### config.mk
export PLATFORM = sky130hd
export DESIGN_NAME = csi_capture_ctrl
export DESIGN_NICKNAME = d
export VERILOG_FILES = /design/src/rtl/csi_ctrl_pkg.sv /design/src/rtl/csi_wdt.sv /design/src/rtl/csi_capture_ctrl.sv
export SDC_FILE = /design/constraint.sdc
export NUM_CORES = 1
export LEC_CHECK = 0
export ABC_CLOCK_PERIOD_IN_PS = 9600
export CORE_MARGIN = 8
export CORE_UTILIZATION = 60
export CTS_CLUSTER_DIAMETER = 80
export DETAILED_ROUTE_END_ITERATION = 10
export DONT_BUFFER_PORTS = 1
export MAX_ROUTING_LAYER = met4
export PLACE_DENSITY = 0.73
export SLEW_MARGIN = 20
export SYNTH_ARGS = -nofsm -noshare
export SYNTH_HDL_FRONTEND = slang
export SYNTH_HIERARCHICAL = 1
export SYNTH_SLANG_ARGS = --single-unit
### constraint.sdc
create_clock -name sys_clk -period 9.6 [get_ports sys_clk]
set_input_delay 0.48 -clock sys_clk [delete_from_list [all_inputs] [get_ports sys_clk]]
set_output_delay 0.48 -clock sys_clk [all_outputs]
set_load 0.02 [all_outputs]
### src/rtl/csi_ctrl_pkg.sv
// Shared constants for the CSI-2 capture controller and its helpers.
package csi_ctrl_pkg;

  localparam int unsigned STATE_W     = 2;
  localparam int unsigned ERR_W       = 2;
  localparam int unsigned DATA_W      = 16;
  localparam int unsigned FRAME_CNT_W = 16;

  // Capture FSM encoding
  localparam logic [STATE_W-1:0] S_IDLE    = 2'd0;
  localparam logic [STATE_W-1:0] S_ARM     = 2'd1;
  localparam logic [STATE_W-1:0] S_CAPTURE = 2'd2;
  localparam logic [STATE_W-1:0] S_FLUSH   = 2'd3;

  // Error codes reported on err_code
  localparam logic [ERR_W-1:0] ERR_NONE    = 2'd0;
  localparam logic [ERR_W-1:0] ERR_TIMEOUT = 2'd1;
  localparam logic [ERR_W-1:0] ERR_LINE    = 2'd2;
  localparam logic [ERR_W-1:0] ERR_FRAME   = 2'd3;

  // Bits needed to hold values 0..max_val
  function automatic int unsigned cnt_width(input int unsigned max_val);
    return (max_val < 2) ? 1 : $clog2(max_val + 1);
  endfunction

endpackage

### src/rtl/csi_wdt.sv
// Saturating stall watchdog: counts while enabled, fires at TIMEOUT-1.
module csi_wdt
  import csi_ctrl_pkg::*;
#(
  parameter int unsigned TIMEOUT = 1_000_000
) (
  input  logic clk_i,
  input  logic rst_i,
  input  logic clr_i,
  input  logic en_i,
  output logic fire_c_o
);

  localparam int unsigned      CNT_W   = cnt_width(TIMEOUT - 1);
  localparam logic [CNT_W-1:0] CNT_MAX = CNT_W'(TIMEOUT - 1);

  logic [CNT_W-1:0] cnt_q;
  logic [CNT_W-1:0] cnt_d;

  // Next count: clear on activity or when disabled, otherwise saturate
  always_comb begin
    cnt_d = cnt_q;
    if (clr_i || !en_i) begin
      cnt_d = '0;
    end else if (cnt_q != CNT_MAX) begin
      cnt_d = cnt_q + CNT_W'(1);
    end
  end

  // Count register
  always_ff @(posedge clk_i) begin
    if (rst_i) begin
      cnt_q <= '0;
    end else begin
      cnt_q <= cnt_d;
    end
  end

  assign fire_c_o = en_i && (cnt_q == CNT_MAX);

endmodule

### src/rtl/csi_capture_ctrl.sv
// Frame-capture sequencer between the CSI-2 packet handler and the pixel path.
module csi_capture_ctrl
  import csi_ctrl_pkg::*;
#(
  parameter int unsigned H_WORDS    = 640,
  parameter int unsigned V_LINES    = 480,
  parameter int unsigned TIMEOUT    = 1_000_000,
  parameter int unsigned RST_CYCLES = 4
) (
  input  logic                   sys_clk,
  input  logic                   sys_rst,
  input  logic                   cmd_start,
  input  logic                   cmd_stop,
  input  logic                   single_shot,
  input  logic [DATA_W-1:0]      ph_data,
  input  logic                   ph_valid,
  input  logic                   ph_vsync,
  input  logic                   ph_done,
  output logic                   ph_rst_n,
  output logic [DATA_W-1:0]      pix_data,
  output logic                   pix_valid,
  output logic                   pix_sof,
  output logic                   pix_eol,
  output logic                   frame_done,
  output logic                   frame_err,
  output logic [ERR_W-1:0]       err_code,
  output logic                   busy,
  output logic [FRAME_CNT_W-1:0] frame_cnt
);

  localparam int unsigned WORD_W = cnt_width(H_WORDS - 1);
  localparam int unsigned LINE_W = cnt_width(V_LINES);
  localparam int unsigned RST_W  = cnt_width(RST_CYCLES);

  localparam logic [WORD_W-1:0] LAST_WORD = WORD_W'(H_WORDS - 1);
  localparam logic [LINE_W-1:0] LAST_LINE = LINE_W'(V_LINES - 1);
  localparam logic [RST_W-1:0]  RST_END   = RST_W'(RST_CYCLES);

  logic [STATE_W-1:0]     state_q,     state_d;
  logic [WORD_W-1:0]      word_cnt_q,  word_cnt_d;
  logic [LINE_W-1:0]      line_cnt_q,  line_cnt_d;
  logic                   in_line_q,   in_line_d;
  logic                   wrapped_q,   wrapped_d;
  logic                   sof_seen_q,  sof_seen_d;
  logic                   single_q,    single_d;
  logic                   stop_pend_q, stop_pend_d;
  logic [ERR_W-1:0]       err_code_q,  err_code_d;
  logic [FRAME_CNT_W-1:0] frame_cnt_q, frame_cnt_d;
  logic [RST_W-1:0]       rst_cnt_q,   rst_cnt_d;
  logic [DATA_W-1:0]      pix_data_q,  pix_data_d;
  logic                   pix_valid_q, pix_valid_d;
  logic                   pix_sof_q,   pix_sof_d;
  logic                   pix_eol_q,   pix_eol_d;
  logic                   done_q,      done_d;
  logic                   err_q,       err_d;
  logic                   ph_rst_n_q,  ph_rst_n_d;
  logic                   busy_q,      busy_d;

  logic line_err;
  logic frame_last;
  logic wdt_clr;
  logic wdt_en;
  logic wdt_fire_c;

  assign wdt_en  = (state_q == S_ARM) || (state_q == S_CAPTURE);
  assign wdt_clr = ph_valid || ph_vsync || ph_done || (state_d != state_q);

  csi_wdt #(
    .TIMEOUT (TIMEOUT)
  ) u_wdt (
    .clk_i    (sys_clk),
    .rst_i    (sys_rst),
    .clr_i    (wdt_clr),
    .en_i     (wdt_en),
    .fire_c_o (wdt_fire_c)
  );

  // Next-state, counter and output decode
  always_comb begin
    state_d     = state_q;
    word_cnt_d  = word_cnt_q;
    line_cnt_d  = line_cnt_q;
    in_line_d   = in_line_q;
    wrapped_d   = wrapped_q;
    sof_seen_d  = sof_seen_q;
    single_d    = single_q;
    stop_pend_d = stop_pend_q;
    err_code_d  = err_code_q;
    frame_cnt_d = frame_cnt_q;
    rst_cnt_d   = '0;
    pix_data_d  = pix_data_q;
    pix_valid_d = 1'b0;
    pix_sof_d   = 1'b0;
    pix_eol_d   = 1'b0;
    done_d      = 1'b0;
    err_d       = 1'b0;
    ph_rst_n_d  = 1'b1;
    line_err    = 1'b0;
    frame_last  = 1'b0;

    case (state_q)
      S_IDLE: begin
        if (cmd_start && !cmd_stop) begin
          state_d     = S_ARM;
          single_d    = single_shot;
          err_code_d  = ERR_NONE;
          stop_pend_d = 1'b0;
        end
      end

      S_ARM: begin
        if (wdt_fire_c) begin
          state_d    = S_FLUSH;
          err_d      = 1'b1;
          err_code_d = ERR_TIMEOUT;
        end else if (cmd_stop) begin
          state_d = S_IDLE;
        end else if (ph_vsync) begin
          state_d    = S_CAPTURE;
          word_cnt_d = '0;
          line_cnt_d = '0;
          in_line_d  = 1'b0;
          wrapped_d  = 1'b0;
          sof_seen_d = 1'b0;
        end
      end

      S_CAPTURE: begin
        if (cmd_stop) begin
          stop_pend_d = 1'b1;
        end
        if (wdt_fire_c) begin
          state_d    = S_FLUSH;
          err_d      = 1'b1;
          err_code_d = ERR_TIMEOUT;
        end else if (ph_vsync) begin
          // Frame start before the frame finished: restart in place
          err_d      = 1'b1;
          err_code_d = ERR_FRAME;
          word_cnt_d = '0;
          line_cnt_d = '0;
          in_line_d  = 1'b0;
          wrapped_d  = 1'b0;
          sof_seen_d = 1'b0;
        end else begin
          if (ph_valid) begin
            if (wrapped_q) begin
              line_err = 1'b1;
            end else begin
              pix_valid_d = 1'b1;
              pix_data_d  = ph_data;
              pix_sof_d   = !sof_seen_q;
              sof_seen_d  = 1'b1;
              in_line_d   = 1'b1;
              if (word_cnt_q == LAST_WORD) begin
                pix_eol_d  = 1'b1;
                word_cnt_d = '0;
                wrapped_d  = 1'b1;
                line_cnt_d = line_cnt_q + LINE_W'(1);
                frame_last = (line_cnt_q == LAST_LINE);
              end else begin
                word_cnt_d = word_cnt_q + WORD_W'(1);
              end
            end
          end
          // Packet end evaluated after any word in the same cycle
          if (ph_done) begin
            if (in_line_d && (word_cnt_d != '0)) begin
              line_err = 1'b1;
            end
            in_line_d = 1'b0;
            wrapped_d = 1'b0;
          end
          if (line_err) begin
            state_d     = S_FLUSH;
            err_d       = 1'b1;
            err_code_d  = ERR_LINE;
            pix_valid_d = 1'b0;
            pix_sof_d   = 1'b0;
            pix_eol_d   = 1'b0;
          end else if (frame_last) begin
            done_d      = 1'b1;
            frame_cnt_d = frame_cnt_q + FRAME_CNT_W'(1);
            state_d     = (single_q || stop_pend_q || cmd_stop) ? S_IDLE : S_ARM;
          end
        end
      end

      S_FLUSH: begin
        if (cmd_stop) begin
          stop_pend_d = 1'b1;
        end
        if (rst_cnt_q == RST_END) begin
          state_d = (single_q || stop_pend_q || cmd_stop) ? S_IDLE : S_ARM;
        end else begin
          ph_rst_n_d = 1'b0;
          rst_cnt_d  = rst_cnt_q + RST_W'(1);
        end
      end

      default: begin
        state_d = S_IDLE;
      end
    endcase

    busy_d = (state_d != S_IDLE);
  end

  // State, counters and registered outputs
  always_ff @(posedge sys_clk) begin
    if (sys_rst) begin
      state_q     <= S_IDLE;
      word_cnt_q  <= '0;
      line_cnt_q  <= '0;
      in_line_q   <= 1'b0;
      wrapped_q   <= 1'b0;
      sof_seen_q  <= 1'b0;
      single_q    <= 1'b0;
      stop_pend_q <= 1'b0;
      err_code_q  <= ERR_NONE;
      frame_cnt_q <= '0;
      rst_cnt_q   <= '0;
      pix_data_q  <= '0;
      pix_valid_q <= 1'b0;
      pix_sof_q   <= 1'b0;
      pix_eol_q   <= 1'b0;
      done_q      <= 1'b0;
      err_q       <= 1'b0;
      ph_rst_n_q  <= 1'b0;
      busy_q      <= 1'b0;
    end else begin
      state_q     <= state_d;
      word_cnt_q  <= word_cnt_d;
      line_cnt_q  <= line_cnt_d;
      in_line_q   <= in_line_d;
      wrapped_q   <= wrapped_d;
      sof_seen_q  <= sof_seen_d;
      single_q    <= single_d;
      stop_pend_q <= stop_pend_d;
      err_code_q  <= err_code_d;
      frame_cnt_q <= frame_cnt_d;
      rst_cnt_q   <= rst_cnt_d;
      pix_data_q  <= pix_data_d;
      pix_valid_q <= pix_valid_d;
      pix_sof_q   <= pix_sof_d;
      pix_eol_q   <= pix_eol_d;
      done_q      <= done_d;
      err_q       <= err_d;
      ph_rst_n_q  <= ph_rst_n_d;
      busy_q      <= busy_d;
    end
  end

  assign ph_rst_n   = ph_rst_n_q;
  assign pix_data   = pix_data_q;
  assign pix_valid  = pix_valid_q;
  assign pix_sof    = pix_sof_q;
  assign pix_eol    = pix_eol_q;
  assign frame_done = done_q;
  assign frame_err  = err_q;
  assign err_code   = err_code_q;
  assign busy       = busy_q;
  assign frame_cnt  = frame_cnt_q;

endmodule

=== Yosys cells after proc, flatten, opt, wreduce, memory -nomap -nowiden ===
Index checks and enable logic that the tools add are counted.

* Reductions and logical operators: 34
* Add/sub/neg operators: 5
* Equality and inequality tests: 21
* Mux-type cells: 87
* Bitwise operators: 7

{| class="wikitable"
|+ Operators with widths
! cell !! count
|-
| $mux 10 || 11
|-
| $mux 9 || 8
|-
| $mux 1 || 45
|-
| $mux 2 || 14
|-
| $add 20x1->20 const B || 1
|-
| $eq 20x20->1 const B || 1
|-
| $ne 20x20->1 const B || 1
|-
| $pmux 10 s2 || 1
|-
| $pmux 9 s2 || 1
|-
| $add 16x1->16 const B || 1
|-
| $reduce_and 5->1 || 3
|-
| $add 10x1->10 const B || 1
|-
| $eq 10x10->1 const B || 1
|-
| $ne 2x2->1 const B || 5
|-
| $pmux 1 s2 || 5
|-
| $reduce_bool 10->1 || 1
|-
| $add 9x1->9 const B || 1
|-
| $eq 9x9->1 const B || 1
|-
| $pmux 2 s4 || 1
|-
| $reduce_and 8->1 || 1
|-
| $logic_or 1x1->1 || 7
|-
| $not 1->1 || 7
|-
| $reduce_and 7->1 || 1
|-
| $reduce_or 7->1 || 1
|-
| other kinds (24) || 34
|}

* Input bits: 24
* Output and inout bits: 41
* Flip-flop bits (word level): 90
* Word-level logic and storage cells: 174

=== Depth between registers and ports, before layout ===
* Word-level depth: 22
* Gate-level depth with buffers: 16
* Depth with buffers taken out: 15

=== Modules after synthesis ===
The synthesis kept the hierarchy.

{| class="wikitable"
|+ Modules (own cells, without submodules)
! module !! sequential area each (sq um) !! times used !! area an instance (sq um) !! cells each
|-
| csi_capture_ctrl || 1401.3 || 1 || 3492.1 || 428
|-
| csi_wdt || 400.4 || 1 || 983.4 || 107
|}

=== Worst setup path before layout ===
OpenSTA, ideal clock, no wires.

* Path type: reg-to-reg
* Start: reg u_wdt.cnt_q[0]
* End: reg u_wdt.cnt_q[14]
* Slack: 5.985 ns
* Required time: 9.531 ns
* Clock period less this slack: 3.615 ns
* Path buffers: 1
* Arrival: 3.546 ns
* Setup time: 0.069 ns
* Stages on the path, launching flop included: 16
* Path through: dfxtp_1 > ha_1 > and4_4 > nand2_2 > nor3_2 > and2_1 > clkbuf_1 > a21oi_1 > and3_1 > a2111oi_0 > o31ai_1 > a211o_1 > nor2_1 > nand2_1 > or4_1 > o21ai_1

* Word-level cells in the longest chain between the ends: 8
* Elaborated cells on any way between the ends: 11
* Those cells by class: add/sub (1); eq/ne (3); mux (3); reduce/logical (4)

{| class="wikitable"
|+ Ends and longest elaborated chain
! what !! line !! source
|-
| from (decl) || csi_wdt.sv:17 || <nowiki>logic [CNT_W-1:0] cnt_q;</nowiki>
|-
| from (signal assigned) || csi_wdt.sv:35 || <nowiki>cnt_q <= cnt_d;</nowiki>
|-
| $eq 20x20->1 * || csi_wdt.sv:39 || <nowiki>assign fire_c_o = en_i && (cnt_q == CNT_MAX);</nowiki>
|-
| $logic_and 1x1->1 * || csi_wdt.sv:39 ||
|-
| net wdt_fire_c || csi_capture_ctrl.sv:63 || <nowiki>logic wdt_fire_c;</nowiki>
|-
| $mux 2 (on tied branches) || csi_capture_ctrl.sv:132, csi_capture_ctrl.sv:112 ||
|-
| $pmux 2 s4 * || csi_capture_ctrl.sv:101 || <nowiki>case (state_q)</nowiki>
|-
| $ne 2x2->1 * || csi_capture_ctrl.sv:66 || <nowiki>assign wdt_clr = ph_valid || ph_vsync || ph_done || (state_d != state_q);</nowiki>
|-
| $logic_or 1x1->1 * || csi_capture_ctrl.sv:66 ||
|-
| net wdt_clr || csi_capture_ctrl.sv:61 || <nowiki>logic wdt_clr;</nowiki>
|-
| $logic_or 1x1->1 * || csi_wdt.sv:23 || <nowiki>if (clr_i || !en_i) begin</nowiki>
|-
| $reduce_or 2->1 (no source line) * || -- ||
|}

Mark *: on every way through the listed nets, which the timed path passes. The rest lies on a longest branch.
A chain may end at the register's enable or synchronous reset.

=== Worst setup path after layout ===
* Start: reg u_wdt.cnt_q[1]
* End: reg u_wdt.cnt_q[14]

Same word-level chain as after synthesis.

==> flow_summary.json <==
{
  "max-clock-path-buffers": 2,
  "final_cells": 632,
  "synth_area_leader_cell": "dfxtp_1",
  "slowest_stage": "or4_1",
  "start_kind": "flip-flop",
  "maxSlewHeadroom": 0.418,
  "syn_avg_cell_area_um2": 8.37,
  "yosys-top-cells-area": "dfxtp_1 (40%), nand2_1 (6.5%), a21oi_1 (5.3%)",
  "syn_nets": 571,
  "layout_setup_ws_ns": 5.28,
  "antenna_found_initial": 0,
  "mostFrequentLayoutCells": "dfxtp_1 (90), nand2_1 (77), nor2_1 (56), a21oi_1 (47), xor2_1 (25)",
  "synth_top_area_frac": 0.403,
  "post-cts-setup-buffers": 0,
  "async_reset_ff_frac": 0,
  "postCtsHoldBufs": 0,
  "yosys_most_used_dff": "dfxtp_1",
  "io_pins": 65,
  "clock_sinks": 90,
  "grt_usage": 0.200,
  "htreeDepth": 3,
  "tightest_slew_ns": 0.872,
  "clk-insertion-delay-late_ns": 0.35,
  "cts_root_buf": "clkbuf_8",
  "drcViolationCount": 0,
  "die_x_um": 102,
  "crit_type": "flip-flop to flip-flop",
  "totalWireLength_um": 10300,
  "top_layer_used": "met4",
  "synth_edf_count": 0,
  "hp-class": "input port to flip-flop",
  "dp_hpwl_um": 7340,
  "ys_warn_count": 6,
  "slowest_delay_ns": 0.63,
  "wl_met1_um": 4500,
  "antenna_left": 0,
  "min_period_over_period": 0.450,
  "drt-initial-drc-count": 223,
  "finalClockSkew_ns": 0.0161,
  "leakage_nw": 1.65,
  "grt_pass1_wl_um": 16500,
  "gp_congestion": 0.926,
  "crit_buf_inv": 0,
  "portBuffers": 0,
  "clock.fmax_mhz": 231,
  "die_h_um": 102,
  "synth_seq_cells": 90,
  "syn_area_mm2": 0.00448,
  "cts_tree": "done",
  "grt.overflow.total": 0,
  "final_common_cell": "dfxtp_1",
  "dp_slack_ns": 5.37,
  "worstPathRequired_ns": 9.88,
  "dp.cells": 616,
  "start_util": 0.617,
  "setup-tns-final_ns": 0,
  "netlist_instances": 535,
  "maxSlewViolCount": 0,
  "syn_to_final_growth_pct": 6.18,
  "powerDensity_mw_per_mm2": 188,
  "synth-seq-area-share": 0.403,
  "drive_gt1_frac": 0.0769,
  "cpLargestDelayFamily": "simple AND/OR/NAND/NOR gates",
  "first_pass_iters": 4,
  "wl_per_cell_um": 16.2,
  "wl_met2_um": 5050,
  "min_from": "sys_rst",
  "status": "complete, no violations",
  "maxCapViolations": 0,
  "fin_nets": 564,
  "hold_violations": 0,
  "fp-row-count": 31,
  "rsz0062_at_grt": "false",
  "die_area_mm2": 0.0105,
  "viasPerCell": 6.11,
  "grt_pass1_vias": 3506,
  "worstPathCellList": "ha_1, and4_4, nand2_2, nor3_2, and2_1, a21oi_1, and3_1, a2111oi_0, o31ai_1, a211o_1, nor2_1, nand2_1, or4_1, o21ai_1",
  "end_kind": "flip-flop",
  "met3WireLength_um": 586,
  "cp_max_fo": 17,
  "path_clk_slew_ns": 0.10,
  "synth_cell_types": 69,
  "ir_drop_mv": 0.0945,
  "grt_max_degree": 53,
  "cts_resized": 0,
  "cts_buffers": 9,
  "crit_arrival_ns": 4.61,
  "vias": 3864,
  "post-route-min-period_ns": 4.32,
  "setup_viol": 0,
  "reg2reg_from": "u_wdt/cnt_q[1]$_SDFFE_PP0P_",
  "crit_start": "u_wdt/cnt_q[1]$_SDFFE_PP0P_",
  "core_area_mm2": 0.00725,
  "antenna_cells": 0
}
==> registers in the layout, summed over array words and instances (netlist names) <==
signal and cells:
busy 1, err_code 2, frame_cnt 16, frame_done 1
frame_err 1, in_line_q 1, line_cnt_q 9, ph_rst_n 1
pix_data 16, pix_eol 1, pix_sof 1, pix_valid 1
rst_cnt_q 3, single_q 1, sof_seen_q 1, state_q 2
stop_pend_q 1, u_wdt/cnt_q 20, word_cnt_q 10, wrapped_q 1
==> layer usage <==
metal,GRT usage,vias up
met5,-,-
met1,0.228,1832
li1,-,1909
met3,0.0470,17
met4,0.0801,0
met2,0.329,106
==> per-stage QoR <==
stage          area [um^2]  hold WS (ns)  utilization  power [mW]
2_1_floorplan         4480         0.393            -       0.564
3_3_place_gp          4520         0.411        0.623       0.603
3_5_place_dp          4520         0.415        0.623       0.607
4_1_cts               4750         0.168        0.654       0.895
5_1_grt               4750         0.160        0.655       0.935
6_report              4750         0.190        0.655       0.893
==> synth_stat cells, drive strengths merged, types with 3 or more instances <==
cell type / instances
and2: 5
inv: 12
nand3: 22
xnor2: 5
xor2: 25
nand4: 15
o31ai: 7
a211oi: 6
nor3: 17
or4: 5
o21ai: 21
buf: 6
mux2i: 3
and4: 6
nor2b: 6
clkbuf: 12
dfxtp: 90
and3: 10
and3b: 3
ha: 12
nand4b: 3
o211ai: 3
a22oi: 3
nand3b: 3
nand2: 78
nand2b: 5
or3: 10
nor2: 58
nor4: 6
a31oi: 7
nor3b: 3
a21oi: 47
==> cell type report <==
| type | count | area (um^2) |
|---|---|---|
| Tap cell | 99 | 124 |
| Clock buffer | 9 | 124 |
| Clock inverter | 7 | 100 |
| Sequential cell | 90 | 1800 |
| Multi-Input combinational cell | 414 | 2550 |
| Inverter | 13 | 48.8 |
| Fill cell | 647 | 2500 |
==> report_power, final <==
part | internal (mW) | switching (mW) | leakage (nW) | total, mW
combinational | 0.0607 | 0.125 | 0.809 | 0.185
clock | 0.149 | 0.142 | 0.114 | 0.291
sequential | 0.391 | 0.0252 | 0.726 | 0.416
total | 0.601 | 0.291 | 1.65 | 0.893
==> worst reg2reg max path, delay by kind of cell (launching register included) <==
kind | cells | cell delay, ns
DFF | 1 | 0.38
adders and majority gates | 1 | 0.24
and+or+nand+nor | 8 | 2.55
AOI/OAI and AO/OA | 5 | 1.08
==> path summary, 6_finish.rpt <==
path                                       end  slack [ns]  cells past startpoint
setup / recovery  u_wdt/cnt_q[14]$_SDFFE_PP0P_        5.28                     14
hold / removal       frame_cnt[5]$_SDFFE_PP0P_        0.19                      1
setup reg to reg  u_wdt/cnt_q[14]$_SDFFE_PP0P_        5.28                     14
hold reg to reg             pix_sof$_SDFF_PP0_        0.44                      1
==> logic make-up (layout without fill, tap and decap cells) <==
family                   count (synthesis)  in the layout  share of synthesized area
multiplexers                             3              3                    0.00671
XOR/XNOR                                30             30                     0.0587
AO/OA/AOI/OAI                          111            111                      0.159
adder cells (fa/ha/maj)                 12             12                     0.0335
flip-flops                              90             90                      0.403
buffers and inverters                   31             29                     0.0294
AND/OR/NAND/NOR                        258            258                      0.311
Note: power is estimated with default switching activity, not from simulation.
